### config.mk
export PLATFORM = sky130hd
export DESIGN_NAME = phy_rx_align_ctrl
export DESIGN_NICKNAME = d
export VERILOG_FILES = /design/src/rtl/phy_rx_align_ctrl_pkg.sv /design/src/rtl/phy_rx_phase_gen.sv /design/src/rtl/phy_rx_align_ctrl.sv
export SDC_FILE = /design/constraint.sdc
export NUM_CORES = 1
export LEC_CHECK = 0
export CAP_MARGIN = 20
export CORE_ASPECT_RATIO = 1.25
export CORE_MARGIN = 3
export CORE_UTILIZATION = 55
export CTS_CLUSTER_SIZE = 40
export DETAILED_ROUTE_END_ITERATION = 8
export DONT_BUFFER_PORTS = 1
export PLACE_DENSITY_LB_ADDON = 0.1
export SLEW_MARGIN = 5
export SYNTH_ARGS = -nofsm -noshare
export SYNTH_HDL_FRONTEND = slang
export SYNTH_SLANG_ARGS = --single-unit
### constraint.sdc
create_clock -name clk16 -period 5.5 [get_ports clk16]
set_input_delay 1.65 -clock clk16 [delete_from_list [all_inputs] [get_ports clk16]]
set_output_delay 1.65 -clock clk16 [all_outputs]
set_load 0.005 [all_outputs]
### src/rtl/phy_rx_align_ctrl_pkg.sv
// Shared definitions for the receive word-alignment controller.
// Holds the FSM state encoding, the comma character and the mapping from
// lane_phase to the deserializer slot that phase writes.
package phy_rx_align_ctrl_pkg;

    typedef enum logic [1:0] {
        ST_HUNT    = 2'd0,
        ST_ACQUIRE = 2'd1,
        ST_SYNC    = 2'd2
    } align_state_t;

    localparam logic [7:0] COMMA_BC   = 8'hBC;
    localparam logic [1:0] PHASE_LAST = 2'd3;

    // Bit index of the low bit of the slot written in a given phase:
    // 0 -> [7:6], 1 -> [5:4], 2 -> [3:2], 3 -> [1:0].
    function automatic logic [2:0] slot_lsb(input logic [1:0] phase);
        return 3'd6 - {phase, 1'b0};
    endfunction

endpackage

### src/rtl/phy_rx_phase_gen.sv
// Slot-phase sequencer for the deserializer.
// Runs lane_phase 0,1,2,3,0... continuously. A slip request raised on a word
// boundary holds phase 3 for one extra cycle (slip_o=1), so slot [1:0] is
// written twice and the word alignment moves by one bit-pair.
// Ports:
//   clk16, reset16  : clock, synchronous active-high reset
//   slip_req_i      : request a phase hold; honoured only on a word boundary
//   lane_phase_o    : current slot select
//   slip_o          : high during the hold cycle
//   word_bdry_o     : word boundary (phase 3 and not a hold cycle)
module phy_rx_phase_gen
    import phy_rx_align_ctrl_pkg::*;
(
    input  logic       clk16,
    input  logic       reset16,
    input  logic       slip_req_i,
    output logic [1:0] lane_phase_o,
    output logic       slip_o,
    output logic       word_bdry_o
);

    logic [1:0] phase_q, phase_d;
    logic       slip_q, slip_d;
    logic       word_bdry;

    assign word_bdry = (phase_q == PHASE_LAST) && !slip_q;

    always_comb begin
        phase_d = phase_q + 2'd1;
        slip_d  = 1'b0;
        if (slip_q) begin
            phase_d = 2'd0;
        end else if (word_bdry && slip_req_i) begin
            phase_d = phase_q;
            slip_d  = 1'b1;
        end
    end

    always_ff @(posedge clk16) begin
        if (reset16) begin
            phase_q <= 2'd0;
            slip_q  <= 1'b0;
        end else begin
            phase_q <= phase_d;
            slip_q  <= slip_d;
        end
    end

    assign lane_phase_o = phase_q;
    assign slip_o       = slip_q;
    assign word_bdry_o  = word_bdry;

endmodule

### src/rtl/phy_rx_align_ctrl.sv
// Word-alignment and link-sync controller for the receive deserializer.
// Hunts for COMMA on word boundaries, slipping the slot phase after
// HUNT_TIMEOUT misses, declares sync after ACQ_COUNT consecutive commas and
// then forwards non-comma words. Sync is lost after MAX_GAP comma-free words
// or on a resync request.
// Output handshake: out_valid is a one-cycle strobe qualifying out_data; there
// is no back-pressure, the consumer must take the word in that cycle.
// Ports:
//   clk16, reset16 : clock, synchronous active-high reset
//   word_in        : assembled word, sampled on word-boundary edges only
//   resync         : one-cycle request to drop sync and restart hunting
//   lane_phase     : slot select to the deserializer
//   slip           : phase-hold cycle indicator
//   sync_ok        : high while in SYNC
//   out_data       : last non-comma word received in SYNC
//   out_valid      : one-cycle strobe with each out_data update
//   sync_loss_cnt  : saturating count of SYNC->HUNT transitions
//   dbg_state      : FSM state for debug visibility
module phy_rx_align_ctrl
    import phy_rx_align_ctrl_pkg::*;
#(
    parameter logic [7:0] COMMA        = COMMA_BC,
    parameter int         ACQ_COUNT    = 4,
    parameter int         HUNT_TIMEOUT = 8,
    parameter int         MAX_GAP      = 64
) (
    input  logic       clk16,
    input  logic       reset16,
    input  logic [7:0] word_in,
    input  logic       resync,
    output logic [1:0] lane_phase,
    output logic       slip,
    output logic       sync_ok,
    output logic [7:0] out_data,
    output logic       out_valid,
    output logic [7:0] sync_loss_cnt,
    output logic [1:0] dbg_state
);

    align_state_t state_q, state_d;
    logic [7:0]   miss_q, miss_d;
    logic [3:0]   good_q, good_d;
    logic [7:0]   gap_q, gap_d;
    logic [7:0]   out_data_q, out_data_d;
    logic         out_valid_q, out_valid_d;
    logic [7:0]   loss_q, loss_d;
    logic         slip_req;
    logic         word_bdry;
    logic         is_comma;

    phy_rx_phase_gen u_phase_gen (
        .clk16        (clk16),
        .reset16      (reset16),
        .slip_req_i   (slip_req),
        .lane_phase_o (lane_phase),
        .slip_o       (slip),
        .word_bdry_o  (word_bdry)
    );

    assign is_comma = (word_in == COMMA);

    always_comb begin
        state_d     = state_q;
        miss_d      = miss_q;
        good_d      = good_q;
        gap_d       = gap_q;
        out_data_d  = out_data_q;
        out_valid_d = 1'b0;
        loss_d      = loss_q;
        slip_req    = 1'b0;

        if (resync) begin
            // Takes priority over the boundary decision, so no slip is requested.
            state_d = ST_HUNT;
            miss_d  = 8'd0;
            good_d  = 4'd0;
            gap_d   = 8'd0;
            if (state_q == ST_SYNC && loss_q != 8'hFF) loss_d = loss_q + 8'd1;
        end else if (word_bdry) begin
            unique case (state_q)
                ST_HUNT: begin
                    if (is_comma) begin
                        good_d = 4'd1;
                        miss_d = 8'd0;
                        if (ACQ_COUNT == 1) begin
                            state_d = ST_SYNC;
                            gap_d   = 8'd0;
                        end else begin
                            state_d = ST_ACQUIRE;
                        end
                    end else if (miss_q + 8'd1 == 8'(HUNT_TIMEOUT)) begin
                        slip_req = 1'b1;
                        miss_d   = 8'd0;
                    end else begin
                        miss_d = miss_q + 8'd1;
                    end
                end
                ST_ACQUIRE: begin
                    if (is_comma) begin
                        good_d = good_q + 4'd1;
                        if (good_q + 4'd1 == 4'(ACQ_COUNT)) begin
                            state_d = ST_SYNC;
                            gap_d   = 8'd0;
                        end
                    end else begin
                        state_d = ST_HUNT;
                        good_d  = 4'd0;
                    end
                end
                ST_SYNC: begin
                    if (is_comma) begin
                        gap_d = 8'd0;
                    end else begin
                        // The word that exhausts the gap budget is still forwarded.
                        out_data_d  = word_in;
                        out_valid_d = 1'b1;
                        gap_d       = gap_q + 8'd1;
                        if (gap_q + 8'd1 == 8'(MAX_GAP)) begin
                            state_d = ST_HUNT;
                            gap_d   = 8'd0;
                            if (loss_q != 8'hFF) loss_d = loss_q + 8'd1;
                        end
                    end
                end
                default: state_d = ST_HUNT;
            endcase
        end
    end

    always_ff @(posedge clk16) begin
        if (reset16) begin
            state_q     <= ST_HUNT;
            miss_q      <= 8'd0;
            good_q      <= 4'd0;
            gap_q       <= 8'd0;
            out_data_q  <= 8'd0;
            out_valid_q <= 1'b0;
            loss_q      <= 8'd0;
        end else begin
            state_q     <= state_d;
            miss_q      <= miss_d;
            good_q      <= good_d;
            gap_q       <= gap_d;
            out_data_q  <= out_data_d;
            out_valid_q <= out_valid_d;
            loss_q      <= loss_d;
        end
    end

    assign sync_ok       = (state_q == ST_SYNC);
    assign out_data      = out_data_q;
    assign out_valid     = out_valid_q;
    assign sync_loss_cnt = loss_q;
    assign dbg_state     = state_q;

endmodule

Yosys cells after proc, flatten, opt, wreduce, memory -nomap -nowiden. Index checks and enable logic that the tools add are counted.

Output and inout port bits: 23. Register bits: 42. Word-level logic and storage cells: 84. Input bits: 11.

Muxes and demuxes: 30. Bitwise operators: 4. $add $sub $neg: 5. Eq/ne operators: 16. Reductions and logical operators: 20.

Operators with widths (number): 8-bit two-way mux (13); 8-bit by 1-bit adder with 8-bit output, second input constant (3); 8-bit case mux with 2 select lines (1); 2-bit nonzero test (6); 2-bit two-way mux (5); 2-bit inequality test, second input constant (5); 8-bit by 4-bit equality test with 1-bit output, second input constant (1); 8-bit by 7-bit equality test with 1-bit output, second input constant (1); 8-bit equality test, second input constant (1); 4-bit two-way mux (2); 8-bit inequality test, second input constant (1); 4-bit case mux with 2 select lines (1); 4-bit AND reduction (2); 1-bit two-way mux (7); 2-bit case mux with 3 select lines (1); 6-bit AND reduction (1); 5-bit AND reduction (1); 4-bit by 1-bit adder with 4-bit output, second input constant (1); 2-bit equality test, second input constant (2); 4-bit by 3-bit equality test with 1-bit output, second input constant (1); 2-bit by 1-bit inequality test with 1-bit output, second input constant (2); 1-bit NOT (4); 2-bit OR reduction (2); 4-bit OR reduction (1); 8 further kinds (10).

Logic depth before layout (Yosys ltp).
Depth in word-level cells: 9. Depth in mapped cells: 8. Gate-level depth less buffers: 8.

Hierarchy. From an unflattened synthesis, not the netlist that was laid out.

Cell total of the unflattened synthesis: 267. Area, all modules: 2224.6 sq um.

By module, submodules not included: phy_rx_align_ctrl (area each 2084.5 sq um, cells each 254, instances 1, seq. area each 780.7 sq um); phy_rx_phase_gen (area each 140.1 sq um, cells each 13, instances 1, seq. area each 60.1 sq um).

Worst setup path after synthesis. No wires, ideal clock.

Path kind: input to register. From: input word_in[1]. To: register state_q[0], in the netlist dbg_state[0]. Data required time: 5.384 ns. Cell stages on the path: 7. Arrival: 2.864 ns. Library setup time: 0.116 ns. Path buffers: 1. Path slack: 2.520 ns. Cell sequence: nand4bb_1 or2_1 buf_6 a21oi_2 a21boi_2 a211oi_1 a41o_1.

Cells in the longest elaborated chain, start to end: 3. Elaborated cells between the ends (all ways): 7. Those cells by class: eq/ne: 4; mux: 2; reduce/logical: 1.

RTL lines: start, declared (RTL line phy_rx_align_ctrl.sv:29) `input logic [7:0] word_in,`; 8-bit equality test (*) (RTL line phy_rx_align_ctrl.sv:60) `assign is_comma = (word_in == COMMA);`; 3-bit inequality test (no line) (tied with other cells); 5-bit AND reduction (no line) / 2-bit case mux with 3 select lines (equally long branches); end signal, assigned (RTL line phy_rx_align_ctrl.sv:140) `state_q <= state_d;`; end, declared (RTL line phy_rx_align_ctrl.sv:40) `align_state_t state_q, state_d;`.

Mark *: on every way between the ends. The rest lies on a longest branch, timed or not. A chain may end at the register's enable or synchronous reset.

Worst setup path after layout.
From: input word_in[6]. To: register loss_q[5], in the netlist sync_loss_cnt[5].

Cells in the longest elaborated chain, start to end: 3.

RTL lines: 8-bit equality test (RTL line phy_rx_align_ctrl.sv:60); 2-bit inequality test (no line); 6-bit AND reduction (no line); end signal, assigned (RTL line phy_rx_align_ctrl.sv:146) `loss_q <= loss_d;`; end, declared (RTL line phy_rx_align_ctrl.sv:46) `logic [7:0] loss_q, loss_d;`.

Every way passes these cells.

==> results.md <==
* Status: finished clean
* Highest routed layer: met4
* Die Y at 78.3 um
* Max-Cap Viols at 0
* Gpl congestion at 0.848
* Seq/Total Area, Yosys at 36.5%
* Mapped cell area at approximately 2300 um^2
* PortBufs at 0
* Static Leak at 0.868 nW
* Buffers inserted by post-CTS timing repair at 0
* Final Max Tran Viols at 0
* Core Region at about 4000 um^2
* Synth top area cells: dfxtp_1 37%, mux2i_1 5.7%, nor2_1 5.5%, ha_1 4.9%, nand2_1 4.6%
* Reg2reg path depth at 7
* Syn avg cell area at 8.52 um^2
* Initial antenna violation count at 0
* Fmax at between 0.3 and 0.4 GHz
* Tcrit/Tclk final at 54.0%
* Vias in the first global route at between 1500 and 2000
* Synth Net Count at 290
* DR WL met2 at 2280 um
* Crit. Startpoint: word_in[6]
* Commonest register cell after synthesis: dfxtp_1
* GR Overflow Total at 0
* DP Worst Slack at 2.22 ns
* Met1 wire length at 2130 um
* Max Clock Skew at 0.00932 ns
* Final min period at approximately 3.0 ns
* First-pass GRT wire length at 8290 um
* Placed cell count at 317
* Die Footprint at 5000 um^2
* Cell Area, Placed at 2330 um^2
* RSZ-0062 raised after global routing: no
* IO Count at 34
* H-tree depth at 2
* Final WS setup at around 2.5 ns
* Crit Path Class: in2reg
* Layout cells sized above 1 at 9.23%
* Starting Density at between 50% and 60%
* Crit path max fanout at 11
* Post-Synthesis Cells at 270
* Worst Hold Class: reg2reg
* CTS tree: yes
* Drt pass-1 iters at 4
* Synth warnings at 0
* Detailed Route WL at approximately 4800 um
* WL met3 at between 300 and 400 um
* Clk_lat worst skew at 0.29 ns
* Max_slew headroom at 57.1%
* Root Buffer: clkbuf_8
* Area delta synth->final at 5.98%
* #FFs+latches synth at 42
* Critical path launch point type: input port
* Hold depth at 1
* Remaining antenna violation count at 0
* Post-DP HPWL at 3590 um
* Clock buffer depth at 2
* Setup TNS at 0 ns
* Routed wire per std cell at 14.8 um
* R2R Path Start: u_phase_gen.lane_phase_o[0]$_SDFFE_PP0N_
* Final hold viol count at 0
* CTS buffer count at 5
* Critical Path RT at 5.69 ns
* GRT Util Overall at between 20% and 30%
* Leading area contributor after synthesis: dfxtp_1
* Via count at approximately 2000
* Least-Margin Pin Slew at 0.643 ns
* Core Rows at 25
* # nets final at between 200 and 300
* Finished Cell Area at 2440 um^2
* Die Span X at 63.9 um
* Peak supply drop at 0.138 mV
* Diode count at 0
* Worst hold slack at 0.492 ns
* Drt drc at 0
* Pin count of the biggest net entering global routing at 25
* Hold Buf Count CTS at 0
* Setup crit end kind: register
* Top cell type's share of synthesized area at 36.5%
* Async set or reset register ratio after synthesis at 0%
* Register clock-pin slew on the reported worst setup and hold paths at 0.08 ns
* HP Start: gap_q[7]$_SDFFE_PP0P_
* Clock sinks at between 40 and 50
* Post-cts resize count at 0
* Fin cells at approximately 330
* P per Cell Area at 230 nW/um^2
* Initial DRC Count at 103
* Endpoints failing setup at 0
* Post-synth EDFFs at 0
* Post-synth cell types at 56
* Vias per std cell at 6.08
* Worst EP arrival at 3.15 ns
-- flip-flops by register name (all words and copies together), names as in the netlist --
signal,flops
dbg_state,2
gap_q,8
good_q,4
miss_q,8
out_data,8
out_valid,1
sync_loss_cnt,8
u_phase_gen.lane_phase_o,2
u_phase_gen.slip_o,1
-- critical path: stages --
cell and delay, ns:
nand4b_1 0.22, or2_1 0.42, o2111a_2 0.27, o211ai_4 0.23, nor2_2 0.06, mux2_4 0.30
-- metrics by stage --
stage | util, % | total power [mW]
after floorplan | - | 0.326
after global placement | 59.6 | 0.328
after detailed placement | 59.6 | 0.328
after CTS | 62.4 | 0.566
after global routing | 62.4 | 0.581
final | 62.4 | 0.560
-- final timing paths --
path	to	slack, ns
setup / recovery	sync_loss_cnt[5]$_SDFFE_PP0P_	2.53
hold / removal	gap_q[7]$_SDFFE_PP0P_	0.49
setup reg to reg	gap_q[6]$_SDFFE_PP0P_	3.29
hold reg to reg	gap_q[7]$_SDFFE_PP0P_	0.49
-- kinds of logic after synthesis --
group	synth area share (%)
fa+ha+maj	4.89
buf+inv	2.56
flops	36.5
xor+xnor	2.66
simple gates	26.7
compound gates	19.2
mux	7.45
-- per-layer routing --
layer  GRT usage [%]  up-vias
met2            34.5       58
met3            6.72        6
met5               0        -
met1            23.4      932
li1                -      980
met4            9.29        0
-- area by class of cell --
cell class / instances / area [um^2]
Tap cell: 54 / 67.6
Fill cell: 373 / 1470
Inverter: 6 / 22.5
Clock inverter: 1 / 30.0
Clock buffer: 7 / 76.3
Sequential cell: 42 / 841
Multi-Input combinational cell: 215 / 1400
-- cells in the mapped netlist (all sizes together) (2+ instances only) --
| library cell | number |
|---|---|
| o2111ai | 2 |
| a2bb2oi | 3 |
| nand3 | 15 |
| and2 | 2 |
| mux2i | 13 |
| inv | 6 |
| nand2 | 28 |
| buf | 3 |
| nor3 | 4 |
| nor2b | 5 |
| a211oi | 3 |
| mux2 | 3 |
| a311oi | 2 |
| ha | 9 |
| and3 | 5 |
| clkbuf | 4 |
| or4 | 2 |
| or3 | 5 |
| o211ai | 4 |
| nor2 | 37 |
| dfxtp | 42 |
| nand3b | 4 |
| a21o | 2 |
| a31oi | 5 |
| nand4 | 3 |
| o22ai | 2 |
| a21oi | 20 |
| xnor2 | 2 |
| or2 | 2 |
| o21ai | 15 |
| xor2 | 5 |
-- where the power goes --
group	leakage (nW)	internal, mW	switching [mW]
clock network	0.0524	0.136	0.104
registers	0.339	0.305	0.00178
logic	0.477	0.00397	0.00926
-- placed cells by master, fill, tap and decap left out, types with 2 or more instances in the layout --
| master | instances |
|---|---|
| a21o_1 | 2 |
| nor3_1 | 2 |
| xnor2_1 | 2 |
| o21ai_1 | 2 |
| nor2_2 | 3 |
| mux2i_1 | 13 |
| clkbuf_8 | 5 |
| nor2_1 | 34 |
| nor2b_1 | 5 |
| a2bb2oi_1 | 3 |
| a31oi_1 | 5 |
| o22ai_1 | 2 |
| or3_1 | 5 |
| nand4_1 | 3 |
| o211ai_1 | 3 |
| o2111ai_1 | 2 |
| clkbuf_1 | 2 |
| ha_1 | 9 |
| xor2_1 | 5 |
| or2_1 | 2 |
| and2_1 | 2 |
| a211oi_1 | 3 |
| or4_1 | 2 |
| dfxtp_1 | 42 |
| mux2_4 | 2 |
| and3_1 | 4 |
| nand3b_1 | 4 |
| inv_1 | 6 |
| o21ai_0 | 12 |
| nand2_1 | 28 |
| a21oi_1 | 19 |
| nand3_1 | 14 |
(Power assumes the default switching activity.)
